File: src/rtl/xor_txn_initiator_if.sv
// Handshake bundle between the XOR transaction initiator and its neighbours.
// The command port faces the sequencer; the A, B and Y channels face the
// XOR stream block. The master modport is the initiator's view.
interface xor_txn_initiator_if;
  logic cmd_valid;
  logic cmd_ready;
  logic cmd_a;
  logic cmd_b;
  logic a_data;
  logic a_en;
  logic a_rdy;
  logic b_data;
  logic b_en;
  logic b_rdy;
  logic y_data;
  logic y_en;
  logic y_rdy;
  logic y_stall;

  modport master (
    input  cmd_valid, cmd_a, cmd_b, a_rdy, b_rdy, y_data, y_en, y_stall,
    output cmd_ready, a_data, a_en, b_data, b_en, y_rdy
  );

  modport slave (
    output cmd_valid, cmd_a, cmd_b, a_rdy, b_rdy, y_data, y_en, y_stall,
    input  cmd_ready, a_data, a_en, b_data, b_en, y_rdy
  );
endinterface

File: src/rtl/xor_txn_initiator.sv
// Initiator for the 1-bit XOR stream block: drives operand pairs onto the
// A and B channels, queues a^b, and checks returned Y results in order.
module xor_txn_initiator #(
  parameter int DEPTH   = 4,
  parameter int CNT_W   = 8,
  parameter int TIMEOUT = 64
) (
  input  logic                   clk,
  input  logic                   reset_n,
  input  logic                   clear,
  xor_txn_initiator_if.master    bus,
  output logic [CNT_W-1:0]       match_cnt,
  output logic [CNT_W-1:0]       err_cnt,
  output logic                   err_pulse,
  output logic                   unexpected,
  output logic                   timeout,
  output logic                   idle
);

  localparam int AW   = $clog2(DEPTH);
  localparam int FCW  = AW + 1;
  localparam int WD_W = $clog2(TIMEOUT + 1);
  localparam logic [FCW-1:0]  FIFO_FULL = FCW'(DEPTH);
  localparam logic [WD_W-1:0] WD_LIMIT  = WD_W'(TIMEOUT);

  typedef enum logic {CH_IDLE, CH_DRIVE} ch_state_t;

  ch_state_t        a_state, a_state_nxt;
  ch_state_t        b_state, b_state_nxt;
  logic             a_data_q, b_data_q;
  logic             fifo_mem [DEPTH];
  logic [AW-1:0]    wr_ptr, rd_ptr;
  logic [FCW-1:0]   fifo_count;
  logic [WD_W-1:0]  wd_cnt, wd_nxt;
  logic             push, pop, head, result_ok;

  assign bus.a_en   = (a_state == CH_DRIVE);
  assign bus.b_en   = (b_state == CH_DRIVE);
  assign bus.a_data = a_data_q;
  assign bus.b_data = b_data_q;

  assign bus.cmd_ready = !bus.a_en && !bus.b_en && (fifo_count < FIFO_FULL);
  assign bus.y_rdy     = !bus.y_stall && (fifo_count != '0);
  assign idle          = !bus.a_en && !bus.b_en && (fifo_count == '0);

  assign push      = bus.cmd_valid && bus.cmd_ready;
  assign pop       = bus.y_en && bus.y_rdy;
  assign head      = fifo_mem[rd_ptr];
  assign result_ok = (bus.y_data == head);

  // Channel state registers; reset drops any pending A/B drive.
  always_ff @(posedge clk) begin
    if (!reset_n) begin
      a_state <= CH_IDLE;
      b_state <= CH_IDLE;
    end else begin
      a_state <= a_state_nxt;
      b_state <= b_state_nxt;
    end
  end

  // Each channel drives from command accept until its own en&&rdy handshake.
  always_comb begin
    a_state_nxt = a_state;
    b_state_nxt = b_state;
    case (a_state)
      CH_IDLE:  if (push) a_state_nxt = CH_DRIVE;
      CH_DRIVE: if (bus.a_rdy) a_state_nxt = CH_IDLE;
      default:  a_state_nxt = CH_IDLE;
    endcase
    case (b_state)
      CH_IDLE:  if (push) b_state_nxt = CH_DRIVE;
      CH_DRIVE: if (bus.b_rdy) b_state_nxt = CH_IDLE;
      default:  b_state_nxt = CH_IDLE;
    endcase
  end

  // Operand registers load only on accept, so data stays stable while driving.
  always_ff @(posedge clk) begin
    if (!reset_n) begin
      a_data_q <= 1'b0;
      b_data_q <= 1'b0;
    end else if (push) begin
      a_data_q <= bus.cmd_a;
      b_data_q <= bus.cmd_b;
    end
  end

  // Expected-value storage; contents are only meaningful below fifo_count.
  always_ff @(posedge clk) begin
    if (push) fifo_mem[wr_ptr] <= bus.cmd_a ^ bus.cmd_b;
  end

  // FIFO pointers wrap naturally since DEPTH is a power of two.
  always_ff @(posedge clk) begin
    if (!reset_n) begin
      wr_ptr     <= '0;
      rd_ptr     <= '0;
      fifo_count <= '0;
    end else begin
      if (push) wr_ptr <= wr_ptr + AW'(1);
      if (pop)  rd_ptr <= rd_ptr + AW'(1);
      case ({push, pop})
        2'b10:   fifo_count <= fifo_count + FCW'(1);
        2'b01:   fifo_count <= fifo_count - FCW'(1);
        default: fifo_count <= fifo_count;
      endcase
    end
  end

  // Watchdog counts stalled cycles with results outstanding, saturating.
  always_comb begin
    wd_nxt = wd_cnt;
    if (fifo_count == '0 || pop) wd_nxt = '0;
    else if (wd_cnt != WD_LIMIT)  wd_nxt = wd_cnt + WD_W'(1);
  end

  // Result scoreboard, sticky flags and watchdog; clear beats any update.
  always_ff @(posedge clk) begin
    if (!reset_n) begin
      match_cnt  <= '0;
      err_cnt    <= '0;
      err_pulse  <= 1'b0;
      unexpected <= 1'b0;
      timeout    <= 1'b0;
      wd_cnt     <= '0;
    end else begin
      wd_cnt    <= wd_nxt;
      err_pulse <= pop && !result_ok;
      if (clear) begin
        match_cnt  <= '0;
        err_cnt    <= '0;
        unexpected <= 1'b0;
        timeout    <= 1'b0;
      end else begin
        if (pop && result_ok && match_cnt != '1)  match_cnt <= match_cnt + CNT_W'(1);
        if (pop && !result_ok && err_cnt != '1)   err_cnt   <= err_cnt + CNT_W'(1);
        if (bus.y_en && fifo_count == '0)         unexpected <= 1'b1;
        if (wd_nxt == WD_LIMIT)                   timeout    <= 1'b1;
      end
    end
  end

endmodule

File: src/flat_wrapper.sv
// flat-port wrapper written by rule: the top's interface ports become plain ports
module xor_txn_initiator_flat 
#(
  parameter int DEPTH   = 4,
  parameter int CNT_W   = 8,
  parameter int TIMEOUT = 64
)
  (clk, reset_n, clear, match_cnt, err_cnt, err_pulse, unexpected, timeout, idle, bus_cmd_valid, bus_cmd_a, bus_cmd_b, bus_a_rdy, bus_b_rdy, bus_y_data, bus_y_en, bus_y_stall, bus_cmd_ready, bus_a_data, bus_a_en, bus_b_data, bus_b_en, bus_y_rdy);
  xor_txn_initiator_if bus_i ();
  input  logic clk;
  input  logic reset_n;
  input  logic clear;
  output logic [CNT_W-1:0] match_cnt;
  output logic [CNT_W-1:0] err_cnt;
  output logic err_pulse;
  output logic unexpected;
  output logic timeout;
  output logic idle;
  input wire logic [$bits(bus_i.cmd_valid)-1:0] bus_cmd_valid;
  input wire logic [$bits(bus_i.cmd_a)-1:0] bus_cmd_a;
  input wire logic [$bits(bus_i.cmd_b)-1:0] bus_cmd_b;
  input wire logic [$bits(bus_i.a_rdy)-1:0] bus_a_rdy;
  input wire logic [$bits(bus_i.b_rdy)-1:0] bus_b_rdy;
  input wire logic [$bits(bus_i.y_data)-1:0] bus_y_data;
  input wire logic [$bits(bus_i.y_en)-1:0] bus_y_en;
  input wire logic [$bits(bus_i.y_stall)-1:0] bus_y_stall;
  output wire logic [$bits(bus_i.cmd_ready)-1:0] bus_cmd_ready;
  output wire logic [$bits(bus_i.a_data)-1:0] bus_a_data;
  output wire logic [$bits(bus_i.a_en)-1:0] bus_a_en;
  output wire logic [$bits(bus_i.b_data)-1:0] bus_b_data;
  output wire logic [$bits(bus_i.b_en)-1:0] bus_b_en;
  output wire logic [$bits(bus_i.y_rdy)-1:0] bus_y_rdy;
  assign bus_i.cmd_valid = bus_cmd_valid;
  assign bus_i.cmd_a = bus_cmd_a;
  assign bus_i.cmd_b = bus_cmd_b;
  assign bus_i.a_rdy = bus_a_rdy;
  assign bus_i.b_rdy = bus_b_rdy;
  assign bus_i.y_data = bus_y_data;
  assign bus_i.y_en = bus_y_en;
  assign bus_i.y_stall = bus_y_stall;
  assign bus_cmd_ready = bus_i.cmd_ready;
  assign bus_a_data = bus_i.a_data;
  assign bus_a_en = bus_i.a_en;
  assign bus_b_data = bus_i.b_data;
  assign bus_b_en = bus_i.b_en;
  assign bus_y_rdy = bus_i.y_rdy;
  xor_txn_initiator #(.DEPTH(DEPTH), .CNT_W(CNT_W), .TIMEOUT(TIMEOUT)) u_core (.clk(clk), .reset_n(reset_n), .clear(clear), .bus(bus_i), .match_cnt(match_cnt), .err_cnt(err_cnt), .err_pulse(err_pulse), .unexpected(unexpected), .timeout(timeout), .idle(idle));
endmodule
File: config.mk
export PLATFORM = sky130hd
export DESIGN_NAME = xor_txn_initiator_flat
export DESIGN_NICKNAME = d
export VERILOG_FILES = /design/src/rtl/xor_txn_initiator_if.sv /design/src/rtl/xor_txn_initiator.sv /design/src/flat_wrapper.sv
export SDC_FILE = /design/constraint.sdc
export NUM_CORES = 1
export LEC_CHECK = 0
export CAP_MARGIN = 20
export CORE_MARGIN = 4
export CORE_UTILIZATION = 40
export DETAILED_ROUTE_END_ITERATION = 8
export SKIP_LAST_GASP = 1
export SLEW_MARGIN = 30
export SYNTH_ARGS = -nofsm -noshare
export SYNTH_HDL_FRONTEND = slang
export SYNTH_SLANG_ARGS = --single-unit
export TNS_END_PERCENT = 10
File: constraint.sdc
create_clock -name clk -period 3.56 [get_ports clk]
set_input_delay 1.068 -clock clk [delete_from_list [all_inputs] [get_ports clk]]
set_output_delay 1.068 -clock clk [all_outputs]
set_load 0.1 [all_outputs]
==> results.md, run 1 <==
* Outcome: complete, no violations
* Peak supply drop at 0.0004125 V
* Number of flops mapped to enable cells by yosys at 4
* Layout cell share with drive strength beyond 1 at 0.1533
* Synthesis-stage register bit count at 43
* Kind of end point of the critical path: flip-flop
* CP Max Fanout at 5
* Async set-reset flop share out of synthesis at 0
* Multi-input gate area at 1060 um^2
* CP Launch Type: primary input
* Routed vias at around 1600
* Clock skew at 0.004932 ns
* HP Start: u_core.bus.b_data
* End point of the worst hold path: u_core.bus.b_data
* Crit path kind: in -> reg
* Hold_ws at 0.4766 ns
* Initial Util at 0.4209
* RR Endpoint: u_core.fifo_count[2]
* Die H at 78.97 um
* Cts bufs inserted at 5
* Fin. Hold Viols at 0
* CTS max path bufs at 2
* Total GRT Usage at 0.1269
* Flop2flop setup slack at around 1.3 ns
* Hold Path Depth at 2
* Post-CTS Setup Repair Bufs at 0
* Drt pass-1 iters at 4
* Hpwl dp at 2799 um
* Register area share after synthesis at 0.4472
* Syn Inst Count at 221
* Fmax at 331.5 MHz
* Worst slack at placement at approximately 0.22 ns
* Most common flop cell mapped by yosys: dfxtp_1
* Port buffer count at 36
* Tcrit/Tclk final at 0.8473
* Total gr overflow at 0
* Diode count at 0
* Synth unique cells at 34
* Fillcell total at 486
* Final WS setup at 0.5437 ns
* Critical-path top delay cell: clkdlybuf4s50_1
* Initial antenna violation count at 0
* Max Cap Violations at 0
* Hold_buf cts at 0
* CTS tree: yes
* Power Density at 492.4 nW/um^2
* Io pins at 37
* Crit path DAT at 3.23 ns
* Num Clock Sinks at between 40 and 50
* RSZ-0062 raised after global routing: false
* Worst slew pin tran at 0.7506 ns
* CTS Root Cell: clkbuf_8
* Critical path's largest stage delay at 0.47 ns
* Core footprint at roughly 4800 um^2
* Max-slew violations at 0
* Area of the mapped netlist at about 2000 um^2
* Cells along the critical path: clkdlybuf4s50_1 -> nor2b_1 -> and2_1 -> ha_1 -> inv_1 -> fa_1 -> xor2_1 -> or3_1 -> a21boi_0
* Leak pwr at about 0.91 nW
* DR WL/cell at ~11 um
* Largest net degree at the start of global routing at 17
* Resized cells post-CTS at 0
* Core Rows at 25
* Final min period at 3.016 ns
* Routed Antenna Nets at 0
* Post-Synthesis Net Count at 242
* Number of global-route vias before repair at 1386
* Hold Path Class: reg -> reg
* Slew HR at 0.4917
* H-tree depth at 2
* Post-Syn Area per Cell at between 9 and 10 um^2
* CP Data Required Time at ~3.8 ns
* Gpl congestion at 0.7427
* First-pass GRT wire length at 6299 um
* Number of setup violations in the final report at 0
* Clock Latency Late Sink at ~0.29 ns
* Worst reg2reg startpoint: u_core.fifo_count[2]
* YS warnings at 0
* Avg Vias per Cell at roughly 4.8
* Area grow syn2layout at 24.29%
* Fin nets at 281
* Reg area at 900.9 um^2
* Detailed Route WL at 3745 um
* Die X at 78.97 um
* DRC Markers at 0
* DR iter-0 viols at 41
* Clock-pin slew on the worst setup and hold paths at 0.08 ns
* Die area at 6235 um^2
* R2R depth at 8
## worst max path at each step
stage / start / to / slack [ns] / depth (start not counted)
after floorplan: u_core.bus.b_en / u_core.fifo_count[2] / -0.11 / 10
after global placement: bus_y_en / u_core.fifo_count[2] / 0.32 / 9
after detailed placement: bus_y_en / u_core.fifo_count[2] / 0.22 / 9
after global routing: bus_y_en / u_core.fifo_count[2] / 0.33 / 9
after CTS: bus_y_en / u_core.fifo_count[2] / 0.51 / 9
final: bus_y_en / u_core.fifo_count[2] / 0.54 / 9
## metal layers
metal  GRT usage  vias up  wire length [um]
li1            -      824                 -
met1      0.1755      705              1803
met2      0.1869       52              1631
met3     0.04082        2               285
met4     0.04124        0                24
met5           0        -                 0
## kinds of logic (layout without fill, tap and decap cells)
family                   after synthesis  in the layout  share of synthesized area
AND/OR/NAND/NOR                      101            101                     0.2522
flip-flops                            43             43                     0.4472
XOR/XNOR                              27             27                     0.1211
AO/OA/AOI/OAI                         22             22                    0.07081
buffers and inverters                 17             57                    0.03168
adder cells (fa/ha/maj)               10             10                    0.06584
multiplexers                           1              1                    0.01118
## synth_stat cells (6+ instances only)
cell type  number  area share
nand2_1        17       0.032
nor2_1         30       0.056
and2_1          9       0.028
clkbuf_1        7       0.013
and3_1          6       0.019
nand3_1         8       0.020
ha_1            9       0.056
nor3_1          8       0.020
dfxtp_1        39        0.39
inv_1          10       0.019
a21boi_0        6       0.022
xnor2_1        21       0.091
## final cells by class
cell class,count,area share
Clock buffer,7,0.03448
Clock inverter,1,0.001999
Inverter,10,0.01499
Multi-Input combinational cell,161,0.4233
Sequential cell,43,0.3598
Tap cell,67,0.03348
Timing Repair Buffer,39,0.1319
## state kept, by name, indices dropped and copies added, names as in the netlist, 2 cells and up, named ones only
name / flops
u_core.fifo_count: 3
u_core.fifo_mem: 4
u_core.match_cnt: 8
u_core.wd_cnt: 7
u_core.wr_ptr: 2
u_core.err_cnt: 8
u_core.rd_ptr: 2
## cell usage in the layout, fill, tap and decap left out, types with 6 or more instances in the layout
| cell type | instances |
|---|---|
| nor3_1 | 6 |
| clkbuf_8 | 6 |
| buf_4 | 28 |
| nand2_1 | 17 |
| xnor2_1 | 21 |
| nor2_1 | 30 |
| dfxtp_1 | 39 |
| and2_1 | 9 |
| a21boi_0 | 6 |
| inv_1 | 10 |
| nand3_1 | 8 |
| clkdlybuf4s50_1 | 10 |
| and3_1 | 6 |
| ha_1 | 9 |
## report_power, final
part	switching [W]	internal, W
Combinational	0.000259	0.000113
Clock	0.000159	0.000157
Sequential	0.0000263	0.000518
Total	0.000445	0.000788
## worst max-delay path: cells and delay by family
| kind | cells | cell delay, ns |
|---|---|---|
| and+or+nand+nor | 3 | 0.73 |
| AOI/OAI and AO/OA | 1 | 0.17 |
| adders and majority gates | 2 | 0.59 |
| buffers and inverters | 2 | 0.53 |
| xor gates and xnor gates | 1 | 0.15 |
## per-stage QoR
| stage | utilization | total power [W] | cell area, um^2 | setup TNS (ns) | std cells |
|---|---|---|---|---|---|
| CTS | 0.5231 | 0.001250 | 2504 | 0 | 328 |
| finish | 0.5231 | 0.001233 | 2504 | 0 | 328 |
| global route | 0.5231 | 0.001308 | 2504 | 0 | 328 |
| floorplan | - | 0.0008373 | 2024 | -0.1676 | 221 |
| detailed placement | 0.5041 | 0.0009318 | 2412 | 0 | 320 |
| global placement | 0.5041 | 0.0009305 | 2412 | 0 | 320 |
(Power assumes the default switching activity.)
==> inputs of run 2 (changes only) <==
==> constraint.sdc (replaced) <==
create_clock -name clk -period 2.9 [get_ports clk]
set_input_delay 0.87 -clock clk [delete_from_list [all_inputs] [get_ports clk]]
set_output_delay 0.87 -clock clk [all_outputs]
set_load 0.1 [all_outputs]
==> run 2 against run 1 <==
Net effect: count of clock-buffer cells in the layout is 1 lower; critical path type unchanged; first-iteration DRC count down 20%; global-route usage increased by 0.36 points; clock power is 16% higher; critical endpoint unchanged; total power grew 24%; sequential share of layout area shrank 0.30 points; worst hold slack worse by 0.0089 ns; cell area increased by 0.85%; non-clock buffer count grew 2; largest cell class unchanged.
==> results.md, run 2 (same netlist as run 1, synthesis figures left out) <==
* Outcome: complete, no violations (unchanged)
* Layout Utilization at 0.5276 (was 0.5231)
* Clock-pin slew on the worst setup and hold paths at 0.08 ns (about the same)
* Diode count at 0 (unchanged)
* Power Density at 603.8 nW/um^2 (was 492.4 nW/um^2)
* Final WS setup at 0.1849 ns (was 0.5437 ns)
* Final min period at 2.715 ns
* Leak pwr at 0.9195 nW (was 0.9115 nW)
* Num Clock Sinks at 43 (unchanged)
* CTS max path bufs at 2 (unchanged)
* Die H at 78.97 um (unchanged)
* Detailed Route WL at 3791 um (was 3745 um)
* Final non-filler cell total at 330 (was 328)
* Fin nets at 283 (was 281)
* Hold_buf cts at 0 (unchanged)
* CP Max Fanout at 2 (was 5)
* Largest net degree at the start of global routing at 19 (was 17)
* Port buffer count at 36 (unchanged)
* Area grow syn2layout at 25.34% (was 24.29%)
* Number of setup violations in the final report at 0 (unchanged)
* Core footprint at 4786 um^2 (unchanged)
* Hpwl dp at 2876 um (was 2799 um)
* PnR Total Power at 0.001525 W (was 0.001233 W)
* Total gr overflow at 0 (unchanged)
* RSZ-0062 raised after global routing: false (unchanged)
* Max-slew violations at 0 (unchanged)
* Post-CTS Setup Repair Bufs at 0 (unchanged)
* Kind of end point of the critical path: flip-flop (unchanged)
* Initial Util at 0.4209 (unchanged)
* Fin. Hold Viols at 0 (unchanged)
* Biggest regs: u_core.err_cnt: 8 flops, u_core.match_cnt: 8 flops, u_core.wd_cnt: 7 flops (unchanged)
* Io pins at 37 (unchanged)
* Peak supply drop at 0.0003813 V (was 0.0004125 V)
* Number of global-route vias before repair at 1506 (was 1386)
* Crit path DAT at 2.94 ns (was 3.23 ns)
* DR iter-0 viols at 33 (was 41)
* Worst slack at placement at -0.1127 ns (was 0.2190 ns)
* Gpl congestion at 0.7650 (was 0.7427)
* CTS Root Cell: clkbuf_8 (unchanged)
* Inst Count DP at 322 (was 320)
* Clock skew at 0.007017 ns (was 0.004932 ns)
* Avg Vias per Cell at 4.824 (was 4.826)
* DR WL/cell at 11.49 um (was 11.42 um)
* Crit path kind: in -> reg (unchanged)
* Die area at 6235 um^2 (unchanged)
* Routed Antenna Nets at 0 (unchanged)
* DRC Markers at 0 (unchanged)
* CTS tree: yes (unchanged)
* Hold Path Class: reg -> reg (unchanged)
* CP Launch Type: primary input (unchanged)
* Most common library cell in the layout ignoring fill and taps: dfxtp_1 (unchanged)
* Slew HR at 0.4665 (was 0.4917)
* First-pass GRT wire length at 6520 um (was 6299 um)
* Routed vias at 1592 (was 1583)
* Clock Latency Late Sink at 0.29 ns (about the same)
* Core Rows at 25 (unchanged)
* Layout cell share with drive strength beyond 1 at 0.1597 (was 0.1533)
* Total GRT Usage at 0.1306 (was 0.1269)
* Fmax at between 300 and 400 MHz
* H-tree depth at 2 (unchanged)
* Resized cells post-CTS at 0 (unchanged)
* Cts bufs inserted at 5 (unchanged)
* Most frequent cells in the layout: 39 x dfxtp_1, 30 x nor2_1, 29 x buf_4, 21 x xnor2_1, 17 x nand2_1 (was 39 x dfxtp_1, 30 x nor2_1, 28 x buf_4, 21 x xnor2_1, 17 x nand2_1)
* Initial antenna violation count at 0 (unchanged)
* CP Data Required Time at 3.12 ns (was 3.77 ns)
* Max Cap Violations at 0 (unchanged)
* Worst slew pin tran at 0.7877 ns (was 0.7506 ns)
* Die X at 78.97 um (unchanged)
* Tcrit/Tclk final at 0.9362
* Drt pass-1 iters at 4 (unchanged)
-- run 2: cell types whose count changed in the layout (fill, tap and decap cells not counted), sizes merged --
cell      change
buf           +2
clkbuf        -1
clkinvlp      +1
-- run 2: area by class of cell --
type                    instances  area (um^2)
repair buffers                 41        357.8
clock inverters                 2        12.51
well taps                      67        83.83
multi-input cells             161         1060
fillers                       463         2261
flip-flops and latches         43        900.9
inverters                      10        37.54
clock buffers                   6        72.57
-- run 2: power breakdown --
group,leakage (nW),internal [W],total [W],switching [W]
sequential,0.352,0.000636,0.000668,0.0000317
clock,0.0412,0.000168,0.000368,0.000200
combinational,0.526,0.000163,0.000489,0.000325
-- run 2: stage by stage --
step	cell area, um^2	hold slack (ns)	setup TNS (ns)
6_report	2525	0.4676	0
4_1_cts	2525	0.4748	0
5_1_grt	2525	0.4965	0
3_3_place_gp	2440	0.4614	-0.02509
2_1_floorplan	2024	0.4764	-2.212
3_5_place_dp	2440	0.4625	-0.1127
-- run 2: worst paths after layout --
check | startpoint | to | slack [ns] | cells past startpoint
min | u_core.bus.a_data | u_core.bus.a_data | 0.47 | 2
min reg2reg | u_core.bus.a_data | u_core.bus.a_data | 0.47 | 2
max reg2reg | u_core.fifo_count[2] | u_core.fifo_count[2] | 0.76 | 8
max | bus_y_en | u_core.fifo_count[2] | 0.18 | 9
-- run 2: layer usage --
metal / vias up / track usage / wire (um)
met4: 0 / 0.04124 / 40
li1: 830 / - / -
met5: - / 0 / 0
met3: 4 / 0.04535 / 227
met2: 35 / 0.2096 / 1697
met1: 723 / 0.1643 / 1826
-- run 2: worst max-delay path, stage by stage --
cell and delay (ns):
clkdlybuf4s50_1 0.47, nor2b_1 0.18, and2_1 0.18, ha_1 0.19, inv_1 0.06, fa_1 0.38, xor2_1 0.16, or3_1 0.30
a21boi_0 0.15
